## config.mk

```make
export PLATFORM = sky130hd
export DESIGN_NAME = rec_lock_ctrl
export DESIGN_NICKNAME = d
export VERILOG_FILES = /design/src/rtl/rec_lock_ctrl.sv
export SDC_FILE = /design/constraint.sdc
export NUM_CORES = 1
export LEC_CHECK = 0
export ABC_AREA = 0
export CORE_MARGIN = 1
export CORE_UTILIZATION = 35
export DETAILED_ROUTE_END_ITERATION = 10
export GPL_TIMING_DRIVEN = 0
export SETUP_SLACK_MARGIN = 0.2
export SYNTH_ARGS = -nofsm -noshare
export SYNTH_HDL_FRONTEND = slang
export SYNTH_SLANG_ARGS = --single-unit
```

## constraint.sdc

```tcl
create_clock -name clk -period 2.1 [get_ports clk]
set_input_delay 0.42 -clock clk [delete_from_list [all_inputs] [get_ports clk]]
set_output_delay 0.42 -clock clk [all_outputs]
set_load 0.005 [all_outputs]
```

## src/rtl/rec_lock_ctrl.sv

```systemverilog
// rec_lock_ctrl
// Acquisition and lock controller for the bit-clock recovery datapath.
// Sequences the interval estimator (clear, acquire, lock, loss-of-signal,
// re-acquire) and converts the debounced front-panel keys into a
// phase-flip pulse and a divider-type select.
//
// Handshake note: this block has no valid/ready channels. Every input is
// a level or a one-cycle pulse sampled on each rising clk edge, and every
// output is updated on that same edge.
//
// Ports:
//   clk          recovery clock
//   rst          synchronous, active-high reset
//   edge_pulse   one-cycle pulse per input-signal edge
//   period_upd   one-cycle pulse when the estimator lowered its minimum
//   period_est   current minimum-interval estimate
//   cmd_rev      debounced phase-reverse key, active low
//   cmd_type     debounced type key, active low
//   cmd_reacq    one-cycle forced re-acquire request
//   est_clear    one-cycle pulse: estimator resets its minimum
//   phase_flip   one-cycle pulse: clock-out divider inverts clk_rec
//   type_sel     0 = half-period toggle, 1 = full-period toggle
//   locked       high while in LOCKED
//   los          sticky loss-of-signal flag
//   period_lock  estimate latched at lock entry
//   state        IDLE=0, CLEAR=1, ACQUIRE=2, LOCKED=3 (also the FSM debug view)
module rec_lock_ctrl #(
    parameter int CLK_LEN    = 16,
    parameter int LOCK_EDGES = 15,
    parameter int LOS_CYCLES = 300000
) (
    input  logic               clk,
    input  logic               rst,
    input  logic               edge_pulse,
    input  logic               period_upd,
    input  logic [CLK_LEN-1:0] period_est,
    input  logic               cmd_rev,
    input  logic               cmd_type,
    input  logic               cmd_reacq,
    output logic               est_clear,
    output logic               phase_flip,
    output logic               type_sel,
    output logic               locked,
    output logic               los,
    output logic [CLK_LEN-1:0] period_lock,
    output logic [1:0]         state
);

    localparam logic [1:0] S_IDLE    = 2'd0;
    localparam logic [1:0] S_CLEAR   = 2'd1;
    localparam logic [1:0] S_ACQUIRE = 2'd2;
    localparam logic [1:0] S_LOCKED  = 2'd3;

    localparam logic [7:0]  LOCK_TH  = 8'(LOCK_EDGES);
    localparam logic [23:0] LOS_LAST = 24'(LOS_CYCLES - 1);

    logic [1:0]         r_state;
    logic [7:0]         r_stable_cnt;
    logic [23:0]        r_idle_cnt;
    logic               r_los;
    logic [CLK_LEN-1:0] r_period_lock;
    logic               r_est_clear;
    logic               r_phase_flip;
    logic               r_type_sel;
    logic               r_rev_q;
    logic               r_type_q;

    logic [1:0]         w_next_state;
    logic [7:0]         w_stable_next;
    logic [23:0]        w_idle_next;
    logic               w_los_next;
    logic [CLK_LEN-1:0] w_plock_next;
    logic               w_timeout;
    logic               w_est_valid;
    logic               w_rev_fall;
    logic               w_type_fall;

    // Timeout only fires in a cycle without an edge, so an edge arriving
    // exactly at the limit still keeps the link alive.
    assign w_timeout   = !edge_pulse && (r_idle_cnt >= LOS_LAST);
    assign w_est_valid = (period_est != {CLK_LEN{1'b1}});
    assign w_rev_fall  = r_rev_q & ~cmd_rev;
    assign w_type_fall = r_type_q & ~cmd_type;

    always_comb begin
        w_next_state  = r_state;
        w_stable_next = r_stable_cnt;
        w_idle_next   = r_idle_cnt;
        w_los_next    = r_los;
        w_plock_next  = r_period_lock;
        case (r_state)
            S_IDLE: begin
                w_next_state = S_CLEAR;
            end
            S_CLEAR: begin
                w_stable_next = 8'd0;
                w_idle_next   = 24'd0;
                if (cmd_reacq) begin
                    w_next_state = S_CLEAR;
                    w_los_next   = 1'b0;
                end else begin
                    w_next_state = S_ACQUIRE;
                end
            end
            default: begin // S_ACQUIRE, S_LOCKED
                if (cmd_reacq) begin
                    w_next_state = S_CLEAR;
                    w_los_next   = 1'b0;
                end else if (w_timeout) begin
                    w_next_state = S_CLEAR;
                    w_los_next   = 1'b1;
                end else begin
                    if (edge_pulse) begin
                        w_idle_next = 24'd0;
                    end else if (r_idle_cnt != 24'hFF_FFFF) begin
                        w_idle_next = r_idle_cnt + 24'd1;
                    end
                    if (period_upd) begin
                        w_stable_next = 8'd0;
                        w_next_state  = S_ACQUIRE;
                    end else if (edge_pulse && r_stable_cnt != 8'hFF) begin
                        w_stable_next = r_stable_cnt + 8'd1;
                    end
                    // Threshold compare (not equality) so a lock held off by an
                    // all-ones estimate is taken as soon as the estimate is valid.
                    if (r_state == S_ACQUIRE && w_stable_next >= LOCK_TH && w_est_valid) begin
                        w_next_state = S_LOCKED;
                        w_plock_next = period_est;
                        w_los_next   = 1'b0;
                    end
                end
            end
        endcase
    end

    always_ff @(posedge clk) begin
        if (rst) begin
            r_state       <= S_IDLE;
            r_stable_cnt  <= 8'd0;
            r_idle_cnt    <= 24'd0;
            r_los         <= 1'b0;
            r_period_lock <= {CLK_LEN{1'b1}};
            r_est_clear   <= 1'b0;
            r_phase_flip  <= 1'b0;
            r_type_sel    <= 1'b0;
            r_rev_q       <= 1'b1;
            r_type_q      <= 1'b1;
        end else begin
            r_state       <= w_next_state;
            r_stable_cnt  <= w_stable_next;
            r_idle_cnt    <= w_idle_next;
            r_los         <= w_los_next;
            r_period_lock <= w_plock_next;
            // est_clear is high for exactly the cycle spent in CLEAR.
            r_est_clear   <= (w_next_state == S_CLEAR);
            r_phase_flip  <= w_rev_fall;
            if (w_type_fall) begin
                r_type_sel <= ~r_type_sel;
            end
            r_rev_q       <= cmd_rev;
            r_type_q      <= cmd_type;
        end
    end

    assign est_clear   = r_est_clear;
    assign phase_flip  = r_phase_flip;
    assign type_sel    = r_type_sel;
    assign locked      = (r_state == S_LOCKED);
    assign los         = r_los;
    assign period_lock = r_period_lock;
    assign state       = r_state;

endmodule

```

==> summary.md <==
| Metric | Value |
|---|---|
| Final hold violations | 0 |
| Clk slew on worst S/H paths | 110 ps |
| Routed Antenna Nets | 0 |
| Pin count of the biggest net entering global routing | 18 |
| Crit Path Max Fanout | 5 |
| FF-to-FF setup slack | -9 ps |
| Commonest cells in the netlist | dfxtp_1, nor2_1, nand3_1 |
| Drt total wl | 8.490 mm |
| Clk root buf | clkbuf_8 |
| Slew headroom | 0.5776 |
| Yosys top cell area share | 0.3932 |
| Worst Setup Path Type | flop to flop |
| Final min period | 2109 ps |
| Fmax | 0.4742 GHz |
| RePlAce Congestion | 0.7799 |
| Final non-filler cell total | 521 |
| Vias per cell | 5.464 |
| Tightest Pin Transition | 632.8 ps |
| Hold Path Class | flop to flop |
| Worst Setup End Kind | flop |
| CTS Buffer Depth | 2 |
| VDD IR max | 251.2 uV |
| Worst r2r src | r_stable_cnt[1] |
| Worst endpoint required time | 2310 ps |
| Fraction of registers with async set/reset | 0 |
| Main synth FF type | dfxtp_1 |
| Critical path, cell by cell | ha_4 > nand3_4 > o21ai_4 > or3b_4 > a211oi_4 > buf_6 > o211ai_4 > buf_6 > buf_8 > a2bb2oi_2 |
| Placement-stage cell area | 3501 sq um |
| Hold path start | r_rev_q |
| First-pass DRT Iterations | 6 |
| Clock sink total | 56 |
| Die ar. | 8512 sq um |
| Status | complete, but fails checks |
| Fillcell total | 696 |
| R2R Path End | period_lock[10] |
| Die X | 92.26 um |
| Sequential share of the synthesized area | 0.3932 |
| Syn nets | 352 |
| Worst stage delay on the critical path | 380 ps |
| Violated checks | negative setup slack |
| Critical Path Most Common Cell | buf_6 |
| Max-cap violations | 0 |
| Layout cells sized above 1 | 0.3890 |
| Hold buffers post-CTS | 0 |
| Placed cells | 474 |
| Final period util | 1.004 |
| Area growth from synthesis to layout | 53.18% |
| RSZ-0062 raised after global routing | true |
| Synth Instances | 327 |
| Synth area leaders | dfxtp_1, a2bb2oi_2, nand3_1 |
| Critical-path top delay cell | dfxtp_4 |
| CTS Buf Count | 5 |
| TritonCTS clock tree | yes |
| Initial DRC count | 173 |
| Final instance area | 4368 sq um |
| # setup viols final | 2 |
| Worst Setup Start Kind | flop |
| Top Ports | 46 |
| Mapped cell area | 2851 sq um |
| CTS H-Tree Depth | 2 |
| DP HPWL | 5.159 mm |
| Synth cell types | 61 |
| Hold EP | phase_flip |
| Avg WL per Cell | 16.30 um |
| Nets@finish | 443 |
| Initial antenna violation count | 0 |
| Arrival @ worst endpoint | 2320 ps |
| First-pass GRT wire length | 13.26 mm |
| Row count | 32 |
| IO Port Bufs | 45 |
| # DRC | 0 |
| Power per cell area | 447.4 nW/um^2 |
| Warnings from Yosys | 0 |
| Most common cell in the netlist | dfxtp_1 |
| Die height | 92.26 um |
| Post-synth EDFFs | 0 |
| Via Count | 2,847 |
| Seq cells post-synth | 56 |
| Worst-skew pair later-pin latency | 320 ps |
| Vias in the first global route | 2,623 |
| Overall track demand over capacity in global routing | 0.1968 |
| Synth area leader | dfxtp_1 |
| Pleak | 1.612 nW |
| Antenna diodes | 0 |
| Mapped Avg Cell Area | 8.720 sq um |
| Final Worst Setup Slack | -8.912 ps |
| Initial Util | 0.3652 |
| Core area | 7807 sq um |
| Layout Skew | 17.96 ps |
| Setup TNS | -15.15 ps |
| Worst r2r path cells | 10 |
| Worst Hold Depth | 2 |
| Final slew viol count | 0 |
| Total gr overflow | 0 |
-- area by class of cell --
type	count	area [sq um]	area share
multi-input combinational	246	1946	0.4454
sequential	56	1157	0.2650
inverter	7	26.28	0.006015
buffer	18	180.2	0.04125
clock buffer	6	72.57	0.01661
tap	102	127.6	0.02922
clock inverter	2	16.27	0.003724
timing repair buffer	84	842.1	0.1928
-- metal layers --
metal	routed length, um	up-vias	GRT usage
met5	0	-	0
met4	83	0	0.04427
met3	376	9	0.04229
met2	4187	67	0.3433
met1	3843	1375	0.2470
li1	-	1396	-
-- through the flow --
step	setup WS (ps)	util	hold slack, ps	total power (W)
floorplan	150.7	-	392.4	0.001195
global placement	-643.3	0.4484	402.0	0.001293
detailed placement	-634.7	0.4484	402.1	0.001294
CTS	67.75	0.5159	419.3	0.001937
global route	-73.23	0.5595	431.1	0.002035
finish	-8.912	0.5595	415.9	0.001954
-- worst max-delay path: cells and delay by family, from the launching register on --
kind,cells,cell delay [ps]
buf+inv,3,430
fa+ha+maj,1,190
compound gates,4,540
simple gates,2,450
flops,1,380
-- cell families (layout without fill, tap and decap cells) --
logic type               after synthesis  count (layout)  share of synthesized area
XOR/XNOR                               2               2                   0.006144
adder cells (fa/ha/maj)                2               2                   0.008774
multiplexers                           1               1                   0.003949
AO/OA/AOI/OAI                         93              93                     0.2655
buffers and inverters                 25             117                    0.04782
flip-flops                            56              56                     0.3932
AND/OR/NAND/NOR                      148             148                     0.2747
-- cells in the final DEF, fill, tap and decap left out, types with 7 or more instances in the layout --
| cell | synthesis | layout |
|---|---|---|
| clkdlybuf4s50_1 | 0 | 42 |
| dfxtp_1 | 56 | 39 |
| nor2_1 | 34 | 31 |
| buf_4 | 4 | 24 |
| nand2_1 | 23 | 20 |
| nand3_1 | 29 | 19 |
| buf_6 | 2 | 19 |
| a2bb2oi_2 | 11 | 16 |
| a21oi_1 | 26 | 14 |
| nand4_1 | 12 | 12 |
| a21oi_2 | 1 | 12 |
| dfxtp_2 | 0 | 11 |
| nand3_2 | 0 | 9 |
| a31oi_1 | 10 | 9 |
| clkbuf_8 | 0 | 7 |
| nor3_1 | 10 | 7 |
| o21ai_0 | 8 | 7 |
| inv_1 | 7 | 7 |
-- state kept, by name (all words and copies together), names as in the netlist --
register      cells
r_idle_cnt       24
period_lock      16
r_stable_cnt      8
state             2
est_clear         1
los               1
phase_flip        1
r_rev_q           1
r_type_q          1
type_sel          1
-- worst max path at each step --
stage | from | end | slack, ps | cells past startpoint
after floorplan | r_stable_cnt[0] | period_lock[15] | 150 | 8
after global placement | edge_pulse | period_lock[15] | -640 | 8
after detailed placement | edge_pulse | period_lock[11] | -630 | 8
after CTS | r_stable_cnt[1] | period_lock[10] | 70 | 9
after global routing | r_stable_cnt[1] | period_lock[9] | -70 | 10
final | r_stable_cnt[1] | period_lock[10] | -9 | 10
-- where the power goes --
part	switching [W]	internal, W
Clock	0.000383	0.000239
Sequential	0.00000816	0.00107
Combinational	0.000127	0.000132
Total	0.000518	0.00144
-- repair_timing --
item                                    CTS  global route
setup buffers                            22            12
cloned                                    5             0
gates resized for setup                  63            62
hold endpoints to repair                  0             0
endpoints found under the setup margin   51            52
pin swaps                                19            25
No activity file was read; power rests on OpenSTA's default activity.
